**config.mk**
```make
export PLATFORM = sky130hd
export DESIGN_NAME = fpu_seq_cu
export DESIGN_NICKNAME = d
export VERILOG_FILES = /design/src/rtl/fpu_cu_pkg.sv /design/src/rtl/fpu_cu_timer.sv /design/src/rtl/fpu_seq_cu.sv
export SDC_FILE = /design/constraint.sdc
export NUM_CORES = 1
export LEC_CHECK = 0
export CORE_MARGIN = 4
export CORE_UTILIZATION = 30
export CTS_BUF_LIST = sky130_fd_sc_hd__clkbuf_8
export DETAILED_ROUTE_END_ITERATION = 10
export GPL_TIMING_DRIVEN = 0
export PLACE_DENSITY = 0.48
export REMOVE_ABC_BUFFERS = 1
export SLEW_MARGIN = 20
export SYNTH_ARGS = -nofsm -noshare
export SYNTH_HDL_FRONTEND = slang
export SYNTH_SLANG_ARGS = --single-unit
export TNS_END_PERCENT = 20
```
**constraint.sdc**
```tcl
create_clock -name clk_i -period 4.2 [get_ports clk_i]
set_clock_uncertainty 0.2 [all_clocks]
set_input_delay 0.42 -clock clk_i [delete_from_list [all_inputs] [get_ports clk_i]]
set_output_delay 0.42 -clock clk_i [all_outputs]
set_load 0.01 [all_outputs]
```
**src/rtl/fpu_cu_pkg.sv**
```systemverilog
// Shared types and constants for the FPU sequencing control unit.
package fpu_cu_pkg;

   // Controller states
   typedef enum logic [2:0] {
      StIdle,
      StLoad,
      StRun,
      StWait,
      StDone,
      StErr
   } state_e;

   // err_code values
   localparam logic [1:0] ErrNone        = 2'd0;
   localparam logic [1:0] ErrOpcode      = 2'd1;
   localparam logic [1:0] ErrLoadTimeout = 2'd2;
   localparam logic [1:0] ErrUnitTimeout = 2'd3;

   // Fixed unit indices; higher indices are free for other units
   localparam int unsigned OpDiv  = 0;
   localparam int unsigned OpSqrt = 1;

   // Minimum-wait counter width, enough for MIN_WAIT up to 15
   localparam int unsigned WaitCntW = 4;

   // Width of a counter that must be able to hold the value t
   function automatic int unsigned timer_width(input int unsigned t);
      return $clog2(t + 1);
   endfunction

endpackage

```
**src/rtl/fpu_cu_timer.sv**
```systemverilog
// Clearable, saturating cycle counter. tc_o flags the last permitted cycle, so the
// owner leaves its state after exactly TIMEOUT cycles of residence.
module fpu_cu_timer
   import fpu_cu_pkg::*;
#(
   parameter int unsigned TIMEOUT = 255,
   parameter int unsigned CntW    = timer_width(TIMEOUT)
) (
   input  logic clk_i,
   input  logic rst_ni,
   input  logic clr_i,
   input  logic en_i,
   output logic tc_o
);

   localparam logic [CntW-1:0] MaxCnt = CntW'(TIMEOUT);
   localparam logic [CntW-1:0] TcCnt  = CntW'(TIMEOUT - 1);

   logic [CntW-1:0] cnt_d, cnt_q;

   // Clear has priority; otherwise count up and hold at TIMEOUT rather than wrap
   always_comb begin
      cnt_d = cnt_q;
      if (clr_i) begin
         cnt_d = '0;
      end else if (en_i && (cnt_q != MaxCnt)) begin
         cnt_d = cnt_q + CntW'(1);
      end
   end

   // Counter register
   always_ff @(posedge clk_i or negedge rst_ni) begin
      if (!rst_ni) begin
         cnt_q <= '0;
      end else begin
         cnt_q <= cnt_d;
      end
   end

   assign tc_o = (cnt_q >= TcCnt);

endmodule

```
**src/rtl/fpu_seq_cu.sv**
```systemverilog
// Sequencing control unit for a set of multi-cycle FPU arithmetic units (div, sqrt, ...).
// Loads operands, fires a one-hot start pulse, waits for the selected unit's done,
// and reports illegal opcodes and load/unit timeouts through a sticky error state.
module fpu_seq_cu
   import fpu_cu_pkg::*;
#(
   parameter int unsigned NUM_OPS  = 4,
   parameter int unsigned OP_W     = 2,
   parameter int unsigned MIN_WAIT = 3,
   parameter int unsigned TIMEOUT  = 255
) (
   input  logic               clk_i,
   input  logic               rst_ni,
   input  logic               start_i,
   input  logic [OP_W-1:0]    opcode_i,
   input  logic               operation_ready_i,
   input  logic [NUM_OPS-1:0] unit_done_i,
   input  logic               abort_i,
   input  logic               clr_err_i,
   output logic               operation_load_o,
   output logic [NUM_OPS-1:0] unit_start_o,
   output logic               ready_o,
   output logic               done_o,
   output logic               err_o,
   output logic [1:0]         err_code_o,
   output logic [OP_W-1:0]    active_op_o
);

   localparam logic [WaitCntW-1:0] MinWait = WaitCntW'(MIN_WAIT);

   state_e               state_d, state_q;
   logic [OP_W-1:0]      active_op_d, active_op_q;
   logic [1:0]           err_code_d, err_code_q;
   logic [WaitCntW-1:0]  wait_cnt_d, wait_cnt_q;
   logic [NUM_OPS-1:0]   op_mask;
   logic                 opcode_legal;
   logic                 sel_done;
   logic                 wait_open;
   logic                 tmr_clr;
   logic                 tmr_en;
   logic                 tmr_tc;

   // One-hot decode of the captured opcode; used for both start and done selection
   always_comb begin
      op_mask = '0;
      for (int unsigned i = 0; i < NUM_OPS; i++) begin
         op_mask[i] = (active_op_q == OP_W'(i));
      end
   end

   // Only the active unit's done bit is ever looked at
   assign sel_done     = |(unit_done_i & op_mask);
   assign opcode_legal = (32'(opcode_i) < NUM_OPS);
   assign wait_open    = (wait_cnt_q == '0);

   // Next-state logic; abort beats timeout, timeout beats normal progress
   always_comb begin
      state_d     = state_q;
      active_op_d = active_op_q;
      err_code_d  = err_code_q;
      wait_cnt_d  = wait_cnt_q;

      unique case (state_q)
         StIdle: begin
            if (start_i) begin
               if (opcode_legal) begin
                  state_d     = StLoad;
                  active_op_d = opcode_i;
               end else begin
                  state_d    = StErr;
                  err_code_d = ErrOpcode;
               end
            end
         end

         StLoad: begin
            if (abort_i) begin
               state_d = StIdle;
            end else if (tmr_tc) begin
               state_d    = StErr;
               err_code_d = ErrLoadTimeout;
            end else if (operation_ready_i) begin
               state_d = StRun;
            end
         end

         StRun: begin
            if (abort_i) begin
               state_d = StIdle;
            end else begin
               state_d    = StWait;
               wait_cnt_d = MinWait;
            end
         end

         StWait: begin
            // Masking window counts down and sticks at zero
            if (!wait_open) begin
               wait_cnt_d = wait_cnt_q - WaitCntW'(1);
            end
            if (abort_i) begin
               state_d = StIdle;
            end else if (tmr_tc) begin
               state_d    = StErr;
               err_code_d = ErrUnitTimeout;
            end else if (wait_open && sel_done && operation_ready_i) begin
               state_d = StDone;
            end
         end

         StDone: begin
            state_d = StIdle;
         end

         StErr: begin
            if (clr_err_i) begin
               state_d = StIdle;
            end
         end

         default: begin
            state_d = StIdle;
         end
      endcase

      // IDLE always presents a clean slate
      if (state_d == StIdle) begin
         active_op_d = '0;
         err_code_d  = ErrNone;
         wait_cnt_d  = '0;
      end
   end

   // Timeout counter restarts on every state change and only runs in LOAD and WAIT
   assign tmr_clr = (state_d != state_q);
   assign tmr_en  = (state_q == StLoad) || (state_q == StWait);

   fpu_cu_timer #(
      .TIMEOUT (TIMEOUT)
   ) u_timer (
      .clk_i  (clk_i),
      .rst_ni (rst_ni),
      .clr_i  (tmr_clr),
      .en_i   (tmr_en),
      .tc_o   (tmr_tc)
   );

   // State and datapath registers
   always_ff @(posedge clk_i or negedge rst_ni) begin
      if (!rst_ni) begin
         state_q     <= StIdle;
         active_op_q <= '0;
         err_code_q  <= ErrNone;
         wait_cnt_q  <= '0;
      end else begin
         state_q     <= state_d;
         active_op_q <= active_op_d;
         err_code_q  <= err_code_d;
         wait_cnt_q  <= wait_cnt_d;
      end
   end

   // Moore output decode
   always_comb begin
      ready_o          = (state_q == StIdle);
      operation_load_o = (state_q == StLoad);
      unit_start_o     = (state_q == StRun) ? op_mask : '0;
      done_o           = (state_q == StDone);
      err_o            = (state_q == StErr);
   end

   assign err_code_o  = err_code_q;
   assign active_op_o = active_op_q;

endmodule
```
Yosys cells after proc, flatten, opt, wreduce, memory -nomap -nowiden

Cells that the tools add are included.

Register bits: 19
Bits of input ports: 12
Output and inout port bits: 12
Logic and storage cells: 68

Add/sub/neg operators: 2
Order comparisons: 1
Equal/unequal tests: 16
Muxes and demuxes: 26
Bitwise gates (word level): 1
Reduce and logical (&&, ||, !) cells: 17

Operator list:

| cell                                                               | count |
|---|---|
| 3-bit 2-to-1 mux                                                   | 8 |
| 2-bit 2-to-1 mux                                                   | 9 |
| 4-bit 2-to-1 mux                                                   | 4 |
| 8-bit 2-to-1 mux                                                   | 2 |
| 3-bit one-hot mux with 5 select lines                              | 1 |
| 3-bit != test, second input constant                               | 4 |
| 8-bit by 1-bit adder with 8-bit output, second input constant      | 1 |
| 8-bit greater-or-equal comparator, second input constant           | 1 |
| 8-bit != test, second input constant                               | 1 |
| 4-bit one-hot mux with 2 select lines                              | 1 |
| 3-bit by 2-bit == test with 1-bit output, second input constant    | 2 |
| 3-bit == test, second input constant                               | 2 |
| 3-bit zero test                                                    | 2 |
| 2-bit nonzero test                                                 | 3 |
| 3-bit nonzero test                                                 | 2 |
| 5-bit AND reduction                                                | 1 |
| 4-bit bitwise AND                                                  | 1 |
| 2-bit == test, second input constant                               | 2 |
| 4-bit zero test                                                    | 1 |
| 2-bit one-hot mux with 2 select lines                              | 1 |
| 4-bit OR reduction                                                 | 1 |
| 4-bit by 1-bit subtractor with 4-bit output, second input constant | 1 |
| 3-bit by 1-bit == test with 1-bit output, second input constant    | 1 |
| 1-bit logical AND                                                  | 3 |
| 8 further kinds                                                    | 8 |

Longest topological paths before layout

Gate-level depths: netlist of run 1.

Word-level depth: 12
Mapped depth: 7
Gate-level depth less buffers: 7

By module

From an unflattened synthesis of run 1, not the netlist that was laid out.

Cell total of the unflattened synthesis: 138
Area, all modules: 1293.7 µm²

By module, submodules not included:

| module       | instances | cells each | area an instance (µm²) | seq. area each (µm²) |
|---|---|---|---|---|
| fpu_seq_cu   | 1         | 86         | 800.8                  | 275.3 |
| fpu_cu_timer | 1         | 52         | 493.0                  | 200.2 |

Least setup slack after synthesis of run 1

OpenSTA, ideal clock, no wires.

Path type: reg2reg
From: register wait_cnt_q[0]
To: register active_op_q[0], in the netlist active_op_o[0]
Setup time: 146 ps
Arrival: 1856 ps
Required time: 3854 ps
Path slack: 1998 ps
Cell stages (with the launch flop): 8
Buffers on the path: 0
Clock period less this slack: 2202 ps
Path through: dfrtp_1 > inv_1 > ha_1 > nor3b_1 > nand3_2 > o21a_1 > a2111oi_4 > a21oi_1

Cells in the longest elaborated chain, start to end: 10
Elaborated cells between the ends (all ways): 12
Classes of those cells: mux (5); reduce/logical (7)

RTL lines:

| what                                      | RTL line          | text |
|---|---|---|
| from (decl)                               | fpu_seq_cu.sv:34  | `logic [WaitCntW-1:0] wait_cnt_d, wait_cnt_q;` |
| from (signal assigned)                    | fpu_seq_cu.sv:159 | `wait_cnt_q <= wait_cnt_d;` |
| 4-bit zero test (*)                       | fpu_seq_cu.sv:54  | `assign wait_open = (wait_cnt_q == '0);` |
| 1-bit logical AND (*) (2 in series)       | fpu_seq_cu.sv:106 | `end else if (wait_open && sel_done && operation_ready_i) begin` |
| 3-bit 2-to-1 mux (*)                      | fpu_seq_cu.sv:106 |  |
| 3-bit 2-to-1 mux (*)                      | fpu_seq_cu.sv:103 | `end else if (tmr_tc) begin` |
| 3-bit 2-to-1 mux (*)                      | fpu_seq_cu.sv:101 | `if (abort_i) begin` |
| 3-bit one-hot mux with 5 select lines (*) | fpu_seq_cu.sv:63  | `unique case (state_q)` |
| 3-bit zero test (*)                       | fpu_seq_cu.sv:127 | `if (state_d == StIdle) begin` |
| 2-bit nonzero test (no source line)       | n/a               |  |
| 2-bit AND reduction (no source line)      | n/a               |  |
| to (signal assigned)                      | fpu_seq_cu.sv:157 | `active_op_q <= active_op_d;` |
| to (decl)                                 | fpu_seq_cu.sv:32  | `logic [OP_W-1:0] active_op_d, active_op_q;` |

Mark *: on every way between the ends. The rest lies on a longest branch, timed or not.
A chain may end at the register's enable or synchronous reset.

Final worst setup path of run 1

From: register state_q[1]
To: output unit_start_o[1]

Cells in the longest elaborated chain, start to end: 2

RTL lines:

| what                                     | RTL line          | text |
|---|---|---|
| from (decl)                              | fpu_seq_cu.sv:31  | `state_e state_d, state_q;` |
| from (signal assigned)                   | fpu_seq_cu.sv:151 | `state_q <= StIdle;` |
| from (signal assigned)                   | fpu_seq_cu.sv:156 | `state_q <= state_d;` |
| 3-bit by 2-bit == test with 1-bit output | fpu_seq_cu.sv:167 | `unit_start_o = (state_q == StRun) ? op_mask : '0;` |
| 4-bit 2-to-1 mux                         | fpu_seq_cu.sv:167 |  |
| to (decl)                                | fpu_seq_cu.sv:21  | `output logic [NUM_OPS-1:0] unit_start_o,` |

Every way passes these cells.

==> results of run 1 <==
-- synth_stat cells (2+ instances only) --
master | number | area, um^2
nor3b_1 | 4 | 30.0
nand3_1 | 2 | 10.0
buf_2 | 2 | 10.0
nor3_2 | 2 | 20.0
nand2b_1 | 3 | 18.8
dfrtp_1 | 19 | 475
o21ai_0 | 4 | 20.0
mux2i_1 | 4 | 40.0
nand2_1 | 5 | 18.8
ha_1 | 4 | 50.1
o211ai_1 | 3 | 22.5
a21oi_1 | 10 | 50.1
nor2_1 | 8 | 30.0
inv_1 | 11 | 41.3
nor3_1 | 12 | 60.1
nor4_1 | 4 | 25.0
xnor2_1 | 7 | 61.3
-- worst min path at each step --
| stage | from | to | cells after the start |
|---|---|---|---|
| floorplan | rst_ni | active_op_o[0] | 0 |
| CTS | err_code_o[1] | err_code_o[1] | 2 |
| global route | err_code_o[1] | err_code_o[1] | 2 |
| global placement | err_code_o[1] | err_code_o[1] | 2 |
| finish | err_code_o[1] | err_code_o[1] | 2 |
| detailed placement | err_code_o[1] | err_code_o[1] | 2 |
-- through the flow --
stage | util [%] | hold slack, ns | cells
2_1_floorplan | - | -0.0756 | 129
3_3_place_gp | 38.5 | 0.348 | 202
3_5_place_dp | 38.5 | 0.333 | 202
4_1_cts | 39.6 | 0.371 | 206
5_1_grt | 39.6 | 0.386 | 206
6_report | 39.6 | 0.373 | 206
-- sequential cells by signal (all words and copies together) (netlist names) --
register	cells
state_q	3
wait_cnt_q	4
err_code_o	2
u_timer.cnt_q	8
active_op_o	2
-- cells by family (layout without fill, tap and decap cells) --
group	after synthesis	count (layout)
compound gates	28	28
fa+ha+maj	4	4
flops	19	19
xor+xnor	7	7
mux	5	5
buf+inv	14	38
simple gates	55	55
-- power by group --
part	internal [uW]	total, uW	switching [uW]
clock network	65.0	127	62.4
logic	148	334	186
registers	206	252	45.8
-- per-layer routing --
layer	track usage [%]	share of wire [%]	vias to the layer above
met5	0	0	-
met4	4.23	1.2	0
met3	2.46	5.5	4
met2	19.1	45	30
met1	17.3	49	502
li1	-	-	540
-- cell usage in the layout, fill, tap and decap left out, drive strengths merged, types with 2 or more instances in the layout --
cell type,instances
a21oi,10
and4,2
clkbuf,3
clkdlybuf4s50,23
dfrtp,19
ha,4
inv,12
mux2i,4
nand2,5
nand2b,3
nand3,3
nor2,8
nor3,15
nor3b,5
nor4,5
o211ai,3
o21ai,5
or3,2
xnor2,7
-- worst min-delay path: cells and delay by family (launching register included) --
kind            cells  cell delay (ns)
compound gates      1             0.05
simple gates        1             0.10
flops               1             0.39
-- cell type report --
class	count	area, um^2	area share [%]
clock inverters	1	3.75	0.233
well taps	50	62.6	3.89
inverters	11	41.3	2.57
repair buffers	23	230	14.3
multi-input cells	99	753	46.8
clock buffers	3	41.3	2.57
flip-flops and latches	19	475	29.6
==> impl_results.md, run 1 <==
* Status: completed
* Fmax achieved at around 0.36 GHz
* Flop2flop setup slack at 1.63 ns
* Row count at 23
* Setup Crit Path Kind: flop to primary output
* TritonCTS buffer count at 3
* Share of post-route cells with drive strength above 1 at between 10% and 20%
* Nets at 173
* Final weighted congestion in routability-driven placement at a little over 0.8
* Period minus WS final at between 2 and 3 ns
* Main combinational cell family by area after synthesis: simple AND/OR/NAND/NOR gates
* Worst EP arrival at 2.18 ns
* Async S/R FF share, synth at 100%
* TritonCTS clock tree: yes
* H-tree depth at 1
* Sinks on Clock Net at 19
* Post-Syn Instances at between 100 and 150
* Mux contribution to synthesized area at 4.87%
* Crit Reg-Reg Endpoint: err_code_o[1]
* RSZ-0062 raised after global routing: no
* Synth Area in Adders at 3.90%
* Slew headroom at 38.3%
* Cell Area, Synth at between 0.001 and 0.0015 mm^2
* Post-CTS sizing at 0
* Post-DP HPWL at ~2.4 mm
* Synth Area per Inst at 9.73 um^2
* WP buf/inv at 1
* Crit path launch type: flop
* P&R area growth vs syn at 25.2%
* Worst Setup SP: state_q[1]
* Antenna Nets Post-Route at 0
* Maxcap violations at 0
* Starting density of the core at roughly a third
* Hold WC Path Type: flop to flop
* Leak at ~0.00061 uW
* Pre-CTS setup slack at between 1.5 and 2 ns
* Clock latency at the later pin of the worst-skew pair at about 0.25 ns
* Die Footprint at approximately 0.0054 mm^2
* Worst-path fanout max at 12
* Die width at 73.4 um
* CTS Buffer Depth at 2
* Detail-routed net length per standard cell at ~16 um
* Pwr dens at 444 mW/mm^2
* Vias in the first global route at between 1000 and 1500
* Reg-to-reg critical path startpoint: wait_cnt_q[0]
* Placed Area at 0.00156 mm^2
* Post-Route WL at roughly 3.2 mm
* Yosys warning count at 0
* TritonRoute pass-1 iters at 4
* Pins Over Slew Limit at 0
* XOR/XNOR Fraction of Synth Area at 4.78%
* Worst Path Required at approximately 3.6 ns
* Yosys cell types at 45
* Fill cells at ~400
* Ys flop type: dfrtp_1
* Slowest-stage cell, CP: dfrtp_1
* Largest net degree at the start of global routing at 20
* Post-CTS setup buffer count at 0
* Tot GR Track Use at 12.4%
* Crit path to: unit_start_o[1]
* Final Hold Viols at 0
* Number of cells on the critical path at 3
* Reg2Reg Depth at 7
* Final WS setup at between 1 and 1.5 ns
* Slew @ Worst Pin at slightly above 0.9 ns
* PortBufs at 23
* Number of diodes at 0
* Post-synth EDFFs at 0
* Initial antenna violation count at 0
* Crit end category: primary output
* Vias per cell at around 5.2
* Core area at 0.00406 mm^2
* Setup tns final at 0 ns
* CTS clk-pin slew, worst paths at ~0.07 ns
* Residual DRC at 0
* Hold_buf cts at 0
* First-pass GRT wire length at 5.17 mm
* Die H at about 73 um
* Root buf cell: clkbuf_8
* Max rail drop VDD at ~130 uV
* #FFs+latches synth at 19
* Crit share post-route at about two thirds
* Final Cell Area at about 0.0016 mm^2
* CP cell instances: or3b_2, nor3b_1, clkdlybuf4s50_1
* Setup-failing EPs final at 0
* DR iter-0 viols at 62
* Simple-gate share of the synthesized area at between 20% and 30%
* Compound-cell area share of the yosys netlist at between 10% and 20%
* Crit path largest cell delay at between 0.5 and 0.6 ns
* Final Power at about 710 uW
* CP top delay family: simple AND/OR/NAND/NOR gates
* I/O pin total at 24
* Post-synthesis sequential area ratio at around 37%
* GR Overflow Total at 0
* DR vias at roughly 1100
(Power assumes the default switching activity.)
==> run 2: changes to the inputs <==
Settings changed: PLACE_DENSITY 0.48 to 0.5.
Clock period 4.2 ns to 2.5 ns, I/O delays scaled along.
==> impl_results.md, run 2 (same netlist as run 1, synthesis figures left out) <==
* Leak at 0.000641 uW (+4.3%)
* Sinks on Clock Net at 19 (unchanged)
* Worst Path Required at 2.05 ns (-1.53 ns)
* Biggest registers after layout: u_timer.cnt_q: 8 flops, wait_cnt_q: 4 flops, state_q: 3 flops
* Hold WC Path Type: input port to asynchronous set/reset pin
* Setup-failing EPs final at 0 (unchanged)
* Die width at 73.4 um (unchanged)
* Most frequent cells in the layout: clkdlybuf4s50_1 (22), dfrtp_1 (16), nor3_1 (12)
* Vias per cell at 5.38 (+2.9%)
* Post-Route WL at 3.20 mm (-0.31%)
* Crit share post-route at between 90% and 100%
* Antenna Nets Post-Route at 0 (unchanged)
* Slew @ Worst Pin at 0.916 ns (+0.00467 ns)
* Worst Setup SP: state_q[0]
* Reg with most FFs: u_timer.cnt_q
* Fill cells at 376 (-6.2%)
* H-tree depth at 1 (unchanged)
* Tot GR Track Use at 12.7% (+0.34 points)
* Commonest non-fill, non-tap cell in the layout: clkdlybuf4s50_1
* Die H at 73.4 um (unchanged)
* Pins Over Slew Limit at 0 (unchanged)
* PortBufs at 23 (unchanged)
* Initial antenna violation count at 0 (unchanged)
* Number of diodes at 0 (unchanged)
* Setup Crit Path Kind: flop to primary output
* Residual DRC at 0 (unchanged)
* I/O pin total at 24 (unchanged)
* Fmax achieved at ~0.41 GHz
* Reg-to-reg critical path startpoint: u_timer.cnt_q[0]
* Starting density of the core at 31.6% (unchanged)
* Crit end category: primary output
* TritonRoute pass-1 iters at 5 (+1)
* Placed Area at 0.00156 mm^2 (unchanged)
* Max rail drop VDD at 247 uV (+87%)
* Final Hold Viols at 0 (unchanged)
* Status: completed
* Worst EP arrival at 1.99 ns (-0.19 ns)
* Crit path launch type: flop
* Final Cell Area at 0.00165 mm^2 (+2.7%)
* CTS clk-pin slew, worst paths at 0.08 ns (about the same)
* Slew headroom at 38.0% (-0.32 points)
* Worst-path fanout max at 11 (-1)
* TritonCTS clock tree: yes
* GR Overflow Total at 0 (unchanged)
* Die Footprint at 0.00539 mm^2 (unchanged)
* First-pass GRT wire length at 5.30 mm (+2.5%)
* Vias in the first global route at 1108 (+4.7%)
* Row count at 23 (unchanged)
* DR iter-0 viols at 53 (-15%)
* Hold WS at 0.293 ns (-0.0795 ns)
* CTS Buffer Depth at 2 (unchanged)
* Nets at 175 (+1.2%)
* Core area at 0.00406 mm^2 (unchanged)
* DR vias at 1118 (+3.9%)
* P&R area growth vs syn at 28.7%
* Final weighted congestion in routability-driven placement at 0.802 (-0.80%)
* TritonCTS buffer count at 3 (unchanged)
* Root buf cell: clkbuf_8
* Period minus WS final at between 2 and 2.5 ns
* Pwr dens at 758 mW/mm^2 (+71%)
* Largest net degree at the start of global routing at 20 (unchanged)
* Hold_buf cts at 0 (unchanged)
* Clock latency at the later pin of the worst-skew pair at 0.26 ns (about the same)
* Max reg flops at 8 (unchanged)
* RSZ-0062 raised after global routing: yes
* Maxcap violations at 0 (unchanged)
* Detail-routed net length per standard cell at 15.4 um (-1.3%)
* Post-DP HPWL at 2.36 mm (-2.8%)
* Share of post-route cells with drive strength above 1 at 18.4% (+4.9 points)
[run 2: changes by cell type in the layout (fill, tap and decap cells not counted), sizes merged]
cell,delta
inv,-1
clkdlybuf4s50,-1
clkinv,+1
dlymetal6s2s,+1
buf,+2
[run 2: final timing paths]
| kind | slack (ns) | to | cells past startpoint |
|---|---|---|---|
| max | 0.06 | unit_start_o[2] | 3 |
| min | 0.29 | err_code_o[1] | 1 |
| max reg2reg | 0.06 | u_timer.cnt_q[6] | 7 |
| min reg2reg | 0.36 | err_code_o[1] | 2 |
| max in group asynchronous | 1.20 | state_q[2] | 1 |
| min in group clk_i | 0.36 | err_code_o[1] | 2 |
[run 2: critical path, stage by stage (launching register included)]
cell and delay (ns):
dfrtp_2 0.49, or3b_4 0.47, nor3b_1 0.20, clkdlybuf4s50_1 0.57
[run 2: power breakdown]
group | switching (uW) | internal (uW) | leakage (uW)
Clock | 108 | 111 | 0.0000255
Combinational | 323 | 280 | 0.000358
Sequential | 80.1 | 350 | 0.000257
[run 2: what timing repair did]
| item | CTS | global route |
|---|---|---|
| cloned | 0 | 0 |
| resized for setup | 5 | 4 |
| pin swaps | 1 | 3 |
| buffers inserted | 0 | 2 |
| hold endpoints to repair | 0 | 0 |
| setup endpoints to repair | 18 | 18 |
[run 2: per-stage QoR]
| step | setup slack, ns | total power, uW | cells | util [%] | TNS (ns) |
|---|---|---|---|---|---|
| after floorplan | 0.298 | 788 | 129 | - | 0 |
| after global placement | 0.00481 | 976 | 202 | 38.5 | 0 |
| after detailed placement | -0.0414 | 991 | 202 | 38.5 | -0.340 |
| after CTS | -0.00564 | 1240 | 206 | 40.0 | -0.00564 |
| after global routing | -0.0641 | 1350 | 208 | 40.7 | -0.420 |
| final | 0.0572 | 1250 | 208 | 40.7 | 0 |
[run 2: per-layer routing]
metal | vias to the layer above | global-route usage (%) | routed length, um
met5 | - | 0 | 0
met1 | 527 | 17.5 | 1520
met4 | 0 | 4.63 | 42
met3 | 6 | 3.01 | 232
met2 | 41 | 19.4 | 1400
li1 | 544 | - | -
[run 2: final cells by class]
class	count	area [um^2]	share of cell area (%)
clock inverter	1	5.00	0.303
multi-input combinational	99	774	46.9
inverter	11	41.3	2.50
clock buffer	3	41.3	2.50
sequential	19	479	29.0
tap	50	62.6	3.79
timing repair buffer	25	248	15.0
